--- src/rtl/sa_bus_capture_pkg.sv ---
// Shared types and constants for the SA bus capture block: FSM states,
// the raw 16-bit sense-amp word and its sign-extension bit positions.
package sa_bus_capture_pkg;

    typedef enum logic [2:0] {
        IDLE,
        SETTLE,
        SAMPA,
        SAMPB,
        DONE,
        HOLD
    } capState_e;

    // Raw bus layout: {SAP, SA16, SA14..SA01}
    typedef logic [15:0] saRaw_t;

    localparam int RAW_SAP_POS  = 15;
    localparam int RAW_SIGN_POS = 14;
    localparam int DATA_WIDTH   = 14;

    function automatic logic [15:0] signExtend(input saRaw_t raw);
        return {raw[RAW_SIGN_POS], raw[RAW_SIGN_POS], raw[DATA_WIDTH-1:0]};
    endfunction

endpackage

--- src/rtl/sa_parity_odd.sv ---
// Combinational odd-parity checker over the 16-bit raw SA word.
// Only instantiated when PARITY_CHECK_EN is defined.
module sa_parity_odd
    import sa_bus_capture_pkg::*;
(
    input  saRaw_t word_i,
    output logic   odd_o
);

    assign odd_o = ^word_i;

endmodule

--- src/rtl/sa_bus_capture.sv ---
// Captures the wire-OR SA bus after each SBF strobe, requiring two matching
// samples, and hands a sign-extended word to the G-register load path.
// Optional parity checking is built when PARITY_CHECK_EN is defined.
module sa_bus_capture
    import sa_bus_capture_pkg::*;
#(
    parameter int SETTLE_CYCLES = 4,
    parameter int MAX_RETRY     = 3
) (
    input  logic        SIM_CLK,
    input  logic        SIM_RST,
    input  logic        SBF,
    input  logic        SA01,
    input  logic        SA02,
    input  logic        SA03,
    input  logic        SA04,
    input  logic        SA05,
    input  logic        SA06,
    input  logic        SA07,
    input  logic        SA08,
    input  logic        SA09,
    input  logic        SA10,
    input  logic        SA11,
    input  logic        SA12,
    input  logic        SA13,
    input  logic        SA14,
    input  logic        SA16,
    input  logic        SAP,
    output logic [15:0] WRD,
    output logic        WRDVLD,
    input  logic        WRDACK,
    output logic        PALARM,
    output logic        PFAIL,
    input  logic        CLRPAR,
    output logic        SBFOVR,
    output logic        UNSTBL
);

    capState_e   state_q, state_d;
    logic [3:0]  settleCnt_q, settleCnt_d;
    logic [2:0]  retryCnt_q, retryCnt_d;
    saRaw_t      sampA_q, sampA_d;
    logic [15:0] wrd_q, wrd_d;
    logic        wrdVld_q, wrdVld_d;
    logic        unstbl_q, unstbl_d;
    logic        sbfOvr_q, sbfOvr_d;
    logic        sbf_q, sbfPrev_q;
    logic        sbfEdge;
    logic        deliver;
    saRaw_t      rawBus;

    assign rawBus = {SAP, SA16, SA14, SA13, SA12, SA11, SA10, SA09, SA08,
                     SA07, SA06, SA05, SA04, SA03, SA02, SA01};

    assign sbfEdge = sbf_q & ~sbfPrev_q;

    always_ff @(posedge SIM_CLK) begin
        if (SIM_RST) begin
            state_q     <= IDLE;
            settleCnt_q <= '0;
            retryCnt_q  <= '0;
            sampA_q     <= '0;
            wrd_q       <= '0;
            wrdVld_q    <= 1'b0;
            unstbl_q    <= 1'b0;
            sbfOvr_q    <= 1'b0;
            sbf_q       <= 1'b0;
            sbfPrev_q   <= 1'b0;
        end else begin
            state_q     <= state_d;
            settleCnt_q <= settleCnt_d;
            retryCnt_q  <= retryCnt_d;
            sampA_q     <= sampA_d;
            wrd_q       <= wrd_d;
            wrdVld_q    <= wrdVld_d;
            unstbl_q    <= unstbl_d;
            sbfOvr_q    <= sbfOvr_d;
            sbf_q       <= SBF;
            sbfPrev_q   <= sbf_q;
        end
    end

    // WRD/WRDVLD are loaded on the clock leaving SAMPB so that they are
    // already visible throughout the DONE cycle; an ack in DONE skips HOLD.
    always_comb begin
        state_d     = state_q;
        settleCnt_d = settleCnt_q;
        retryCnt_d  = retryCnt_q;
        sampA_d     = sampA_q;
        wrd_d       = wrd_q;
        wrdVld_d    = wrdVld_q;
        unstbl_d    = unstbl_q;
        sbfOvr_d    = sbfOvr_q;
        deliver     = 1'b0;

        if (sbfEdge && (state_q != IDLE)) begin
            sbfOvr_d = 1'b1;
        end

        case (state_q)
            IDLE: begin
                if (sbfEdge) begin
                    state_d     = SETTLE;
                    settleCnt_d = 4'(SETTLE_CYCLES);
                    retryCnt_d  = 3'(MAX_RETRY);
                end
            end
            SETTLE: begin
                settleCnt_d = settleCnt_q - 4'd1;
                if (settleCnt_q <= 4'd1) begin
                    state_d = SAMPA;
                end
            end
            SAMPA: begin
                sampA_d = rawBus;
                state_d = SAMPB;
            end
            SAMPB: begin
                if (sampA_q == rawBus) begin
                    deliver  = 1'b1;
                    unstbl_d = 1'b0;
                end else if (retryCnt_q != 3'd0) begin
                    retryCnt_d = retryCnt_q - 3'd1;
                    state_d    = SAMPA;
                end else begin
                    deliver  = 1'b1;
                    unstbl_d = 1'b1;
                end
            end
            DONE, HOLD: begin
                if (WRDACK) begin
                    wrdVld_d = 1'b0;
                    unstbl_d = 1'b0;
                    state_d  = IDLE;
                end else begin
                    state_d = HOLD;
                end
            end
            default: begin
                state_d = IDLE;
            end
        endcase

        if (deliver) begin
            state_d  = DONE;
            wrd_d    = signExtend(rawBus);
            wrdVld_d = 1'b1;
        end
    end

`ifdef PARITY_CHECK_EN
    logic rawOdd;
    logic palarm_q;
    logic pfail_q;

    sa_parity_odd uParity (
        .word_i(rawBus),
        .odd_o (rawOdd)
    );

    // Parity is judged on sample B, the word actually delivered; set beats CLRPAR.
    always_ff @(posedge SIM_CLK) begin
        if (SIM_RST) begin
            palarm_q <= 1'b0;
            pfail_q  <= 1'b0;
        end else begin
            palarm_q <= deliver & ~rawOdd;
            pfail_q  <= (deliver & ~rawOdd) | (pfail_q & ~CLRPAR);
        end
    end

    assign PALARM = palarm_q;
    assign PFAIL  = pfail_q;
`else
    logic unusedClrPar;
    assign unusedClrPar = CLRPAR;
    assign PALARM       = 1'b0;
    assign PFAIL        = 1'b0;
`endif

    assign WRD    = wrd_q;
    assign WRDVLD = wrdVld_q;
    assign SBFOVR = sbfOvr_q;
    assign UNSTBL = unstbl_q;

endmodule

--- config.mk ---
export PLATFORM = sky130hd
export DESIGN_NAME = sa_bus_capture
export DESIGN_NICKNAME = d
export VERILOG_FILES = /design/src/rtl/sa_bus_capture_pkg.sv /design/src/rtl/sa_parity_odd.sv /design/src/rtl/sa_bus_capture.sv
export SDC_FILE = /design/constraint.sdc
export NUM_CORES = 1
export LEC_CHECK = 0
export CORE_ASPECT_RATIO = 0.6
export CORE_MARGIN = 1.5
export CORE_UTILIZATION = 39
export CTS_BUF_LIST = sky130_fd_sc_hd__clkbuf_4
export CTS_CLUSTER_DIAMETER = 50
export CTS_CLUSTER_SIZE = 20
export DETAILED_ROUTE_END_ITERATION = 7
export GPL_TIMING_DRIVEN = 0
export HOLD_SLACK_MARGIN = 0.06
export PLACE_DENSITY = 0.63
export SLEW_MARGIN = 20
export SYNTH_ARGS = -nofsm -noshare
export SYNTH_HDL_FRONTEND = slang
export SYNTH_SLANG_ARGS = --single-unit
--- constraint.sdc ---
create_clock -name SIM_CLK -period 2.11 [get_ports SIM_CLK]
set_input_delay 0.422 -clock SIM_CLK [delete_from_list [all_inputs] [get_ports SIM_CLK]]
set_output_delay 0.422 -clock SIM_CLK [all_outputs]
set_load 0.005 [all_outputs]
**After elaboration in Yosys (flattened, before gate mapping)**

Index checks and enable logic that the tools add are counted.

- Input bits: 21
- Bits in registers: 46

- $lt $le $gt $ge: 1
- Add/sub/neg operators: 2
- Multiplexer cells: 22
- Eq/ne operators: 16
- Bitwise logic cells: 2
- Reduce and logical (&&, ||, !) cells: 17

Operator list:

| operator | count |
|---|---|
| 2-to-1 mux 3 bit | 9 |
| == test 16 bit | 1 |
| != test 3 bit (second input constant) | 5 |
| one-hot mux 3 bit (5 select lines) | 1 |
| AND reduction 4 bit | 3 |
| != test 2 bit (second input constant) | 5 |
| nonzero test 2 bit | 5 |
| 2-to-1 mux 1 bit | 8 |
| one-hot mux 4 bit (2 select lines) | 1 |
| == test 3 x 2 -> 1 bit (second input constant) | 2 |
| == test 3 bit (second input constant) | 2 |
| one-hot mux 3 bit (2 select lines) | 1 |
| nonzero test 3 bit | 2 |
| less-or-equal comparator 4 x 1 -> 1 bit (second input constant) | 1 |
| 2-to-1 mux 4 bit | 1 |
| AND reduction 2 bit | 2 |
| OR reduction 2 bit | 2 |
| subtractor 4 x 1 -> 4 bit (second input constant) | 1 |
| == test 3 x 1 -> 1 bit (second input constant) | 1 |
| logical NOT 3 bit | 1 |
| AND reduction 3 bit | 1 |
| subtractor 3 x 1 -> 3 bit (second input constant) | 1 |
| one-hot mux 1 bit (2 select lines) | 1 |
| bitwise AND 1 bit | 1 |
| 2 further kinds | 2 |

**Depth between registers and ports, before layout**

- Word-level depth: 6
- Mapped depth: 8
- Mapped depth without buffers: 8

**Least setup slack after synthesis**

OpenSTA, ideal clock, no wires.

- Kind: register to register
- Start point: reg retryCnt_q[0]
- End point: reg retryCnt_q[2]
- Clock period less this slack: 1.785 ns
- Stages on the path, launching flop included: 9
- Data required time: 2.031 ns
- Arrival time: 1.706 ns
- Setup slack: 0.325 ns
- Path through: dfxtp_1 > inv_1 > ha_1 > ha_1 > inv_1 > nand3_1 > a21o_1 > or4_1 > o211ai_1

- Longest elaborated chain between the ends: 4

RTL lines:

| what | RTL line | RTL |
|---|---|---|
| from (decl) | sa_bus_capture.sv:41 | `logic [2:0] retryCnt_q, retryCnt_d;` |
| from (signal assigned) | sa_bus_capture.sv:72 | `retryCnt_q <= retryCnt_d;` |
| subtractor 3 x 1 -> 3 bit | sa_bus_capture.sv:123 | `retryCnt_d = retryCnt_q - 3'd1;` |
| 2-to-1 mux 3 bit | sa_bus_capture.sv:122 | `end else if (retryCnt_q != 3'd0) begin` |
| 2-to-1 mux 3 bit | sa_bus_capture.sv:119 | `if (sampA_q == rawBus) begin` |
| one-hot mux 3 bit (2 select lines) | sa_bus_capture.sv:100 | `case (state_q)` |

Several ways; a longest one is shown, not always the timed one. The select of a mux whose other input is x is not followed.
A chain may end at the register's enable or synchronous reset.

**Worst setup path after layout**

- Start point: in SA06
- End point: reg retryCnt_q[1]

- Longest elaborated chain between the ends: 3

RTL lines:

| what | RTL line | RTL |
|---|---|---|
| from (decl) | sa_bus_capture.sv:18 | `input logic SA06,` |
| == test 16 bit | sa_bus_capture.sv:119 |  |
| != test 2 bit (no source line) | n/a |  |
| AND reduction 4 bit (no source line) | n/a |  |

Every way passes these cells.

==> out/metrics.cfg <==
[worst_setup_path]
worst_setup_path_end_kind = flop
critPathTopFamily = buffers and inverters
setup.worst_path.class = in -> reg
timing.critical_path.fanout_max = 4
critical_path_buf_inv_count = 3
critical_path_required_ps = 2390
ordered_cell_list_for_the_critical_path = clkdlybuf4s50_1 -> xnor2_1 -> nand4_1 -> buf_4 -> buf_4 -> nor4_4 -> mux2i_1 -> a221oi_2
worst_path_most_repeated_cell = sky130_fd_sc_hd__buf_4
critical-path-max-stage-delay_ps = 460
startpoint = SA06
slowest_stage = sky130_fd_sc_hd__clkdlybuf4s50_1
critPathArrivalTime_ps = 2320
r2r_setup_slack_ps = 160
start_kind = input pin
regToRegStartpoint = retryCnt_q[0]$_SDFFE_PP0P_

[synthesis]
synth.avg_cell_area_sq_um = 8.61
synth-seq-cells = 46
synth.distinct_cells = 43
syn-cell-area_sq_mm = 0.00214
synthTopCellsByArea = sky130_fd_sc_hd__dfxtp_1 43%, sky130_fd_sc_hd__a21oi_1 9.1%, sky130_fd_sc_hd__nand2_1 6.7%
syn_inst = 249
yosys.area.top_type_share = 0.430
cell_taking_the_most_area_after_synthesis = sky130_fd_sc_hd__dfxtp_1
synth-warning-count = 0
synth-seq-area-share = 0.430

[sta]
worst_slew_pin_slew_ps = 624
final.period_utilization = 0.964
timing_max_transition_violations_final = 0
clock_tree_skew_after_final_layout_ps = 7.33
grt_setup_unrepaired = true
final.min_clock_period_ps = 2030
report.final.setup_viol = 0
slew_headroom = 0.584
hold_viol = 0
fmaxAchievable_ghz = 0.492
worst_slack_ps = 75.8

[floorplan]
num_ports = 42
core.rowCount = 20
start_util = 0.414
die_width_um = 98.7
design.core.area_sq_mm = 0.00518
chipHeight_um = 60.4
die_area_sq_mm = 0.00596

[flow_run]
timing.max_cap.violations = 0

[clock_tree]
cts.reportedPaths.clkPinSlew_ps = 140
cts_buffers = 5
clock-root-buffer = sky130_fd_sc_hd__clkbuf_4
cts_htree_levels = 2
sink_count_of_the_clock_tree = 46
tritoncts = done
clock_tree.buffer_depth = 2
clock_latency_ps = 360

[cells_and_area]
insertedDiodeCount = 0
finish.net_count = 329
fin_cells = 371
layout.cell_area.non_filler_sq_mm = 0.00278
synthToLayoutAreaGrowth_pct = 29.9
drive_above_1_share = 0.118

[detailed_routing]
finalWirelength_um = 5440
vias_per_cell = 5.24
post-route-drc-count = 0
first_iter_violations = 100
postRouteAntennaNets = 0
vias = 1944
routedWlPerCell_um = 14.7
drt-pass1-iter-count = 4

[power_and_ir_drop]
power.total_mw = 2.08
peakVddDrop_mv = 0.423
p_per_area_mw_per_mm2 = 746
cellLeakagePower_nw = 0.955

[hold_path]
hold_start = WRDVLD$_SDFFE_PP0P_
hold_path.class = reg -> reg

[grt]
grt_antenna_before_repair = 0
grt_first_pass_wirelength_um = 8800
grt_usage = 0.192
globalRouteOverflowTotal = 0
maximum_number_of_pins_on_one_net_before_global_route_repair = 15
grt_pass1_vias = 1770

[placement]
dp_worst_setup_slack_ps = -534
rd_place_congestion = 0.760
post-dp-hpwl_um = 3940
placed_cells = 354
port_buffers = 38
placed_area_sq_mm = 0.00261

[run_status]
status = finished clean

## state kept, by name, indices dropped and copies added, names as in the netlist
register / count
UNSTBL: 1
WRD: 15
sampA_q: 16
SBFOVR: 1
state_q: 3
settleCnt_q: 4
retryCnt_q: 3
sbfPrev_q: 1
sbf_q: 1
WRDVLD: 1
## cell type report
cell class	count	area (sq um)
clock buffers	5	37.5
fillers	495	2400
inverters	7	26.3
flip-flops and latches	46	921
multi-input cells	180	1120
well taps	66	82.6
plain buffers	17	86.3
repair buffers	47	448
clock inverters	3	63.8
## through the flow
step,setup TNS (ps),utilization,hold slack (ps)
final,0,0.537,477
after global routing,-6.59,0.537,495
after global placement,-8440,0.504,443
after CTS,0,0.531,475
after detailed placement,-8210,0.504,455
after floorplan,0,-,431
## cell usage after synthesis, drive strengths merged
| library cell | number |
|---|---|
| dfxtp | 46 |
| a21oi | 39 |
| nand2 | 38 |
| nand3 | 18 |
| xnor2 | 17 |
| o21ai | 16 |
| clkbuf | 11 |
| inv | 7 |
| nor2 | 7 |
| buf | 6 |
| ha | 4 |
| nand4 | 4 |
| nand2b | 3 |
| nand3b | 3 |
| a21o | 2 |
| and2 | 2 |
| and2b | 2 |
| nor2b | 2 |
| nor3 | 2 |
| or3b | 2 |
| or4 | 2 |
| a2111oi | 1 |
| a211o | 1 |
| a211oi | 1 |
| a221oi | 1 |
| a22oi | 1 |
| a31oi | 1 |
| conb | 1 |
| mux2i | 1 |
| nor4 | 1 |
| o211ai | 1 |
| o21a | 1 |
| o31ai | 1 |
| o41a | 1 |
| o41ai | 1 |
| or2 | 1 |
| or3 | 1 |
## tightest hold or removal path, delay by kind of cell, from the launching register on
kind,cells,cell delay (ps)
simple gates,1,70
flops,1,340
compound gates,1,50
## kinds of logic (layout without fill, tap and decap cells)
family,Yosys count,after routing,share of synthesized area
adder cells (fa/ha/maj),4,4,0.0234
other,1,2,0.00175
flip-flops,46,46,0.430
multiplexers,1,1,0.00467
XOR/XNOR,17,17,0.0835
AND/OR/NAND/NOR,88,88,0.216
buffers and inverters,24,79,0.0520
AO/OA/AOI/OAI,68,68,0.189
## final timing paths
path,cells past startpoint,endpoint
worst max-delay path,8,retryCnt_q[1]$_SDFFE_PP0P_
worst min-delay path,2,WRDVLD$_SDFFE_PP0P_
worst max register to register,8,retryCnt_q[2]$_SDFFE_PP0P_
worst min register to register,2,WRDVLD$_SDFFE_PP0P_
## routing by layer
| layer | routed length [um] | share of wire | global-route usage | vias to the layer above |
|---|---|---|---|---|
| li1 | - | - | - | 963 |
| met3 | 262 | 0.048 | 0.0438 | 6 |
| met5 | 0 | 0 | 0 | - |
| met1 | 2840 | 0.52 | 0.275 | 929 |
| met4 | 36 | 0.0066 | 0.0571 | 0 |
| met2 | 2300 | 0.42 | 0.295 | 46 |
## layout by cell type, fill, tap and decap left out, types with 2 or more instances in the layout
cell type                         count
sky130_fd_sc_hd__inv_1                6
sky130_fd_sc_hd__bufinv_16            2
sky130_fd_sc_hd__nand2b_1             3
sky130_fd_sc_hd__clkbuf_1            10
sky130_fd_sc_hd__xnor2_1             13
sky130_fd_sc_hd__nor2_1               7
sky130_fd_sc_hd__ha_1                 4
sky130_fd_sc_hd__nand2_1             38
sky130_fd_sc_hd__o21ai_0             16
sky130_fd_sc_hd__clkbuf_4             5
sky130_fd_sc_hd__and2_1               2
sky130_fd_sc_hd__dfxtp_1             46
sky130_fd_sc_hd__nand4_1              2
sky130_fd_sc_hd__nand3b_1             3
sky130_fd_sc_hd__a21oi_1             38
sky130_fd_sc_hd__a21o_1               2
sky130_fd_sc_hd__buf_2                3
sky130_fd_sc_hd__nor2b_1              2
sky130_fd_sc_hd__buf_4               12
sky130_fd_sc_hd__or4_1                2
sky130_fd_sc_hd__clkdlybuf4s50_1     38
sky130_fd_sc_hd__nor3_1               2
sky130_fd_sc_hd__nand3_1             18
sky130_fd_sc_hd__xnor2_2              4
sky130_fd_sc_hd__conb_1               2
sky130_fd_sc_hd__and2b_1              2
## power by group
group	switching, mW	total (mW)	internal (mW)
Combinational	0.247	0.452	0.205
Sequential	0.0432	0.968	0.924
Clock	0.291	0.656	0.365
Total	0.581	2.08	1.49
## timing repair
| action | CTS | global route |
|---|---|---|
| hold buffers | 0 | 0 |
| buffers inserted | 5 | 4 |
| gates resized for setup | 1 | 3 |
| setup endpoints to repair | 12 | 13 |
| pin swaps | 3 | 6 |
(Power assumes the default switching activity.)
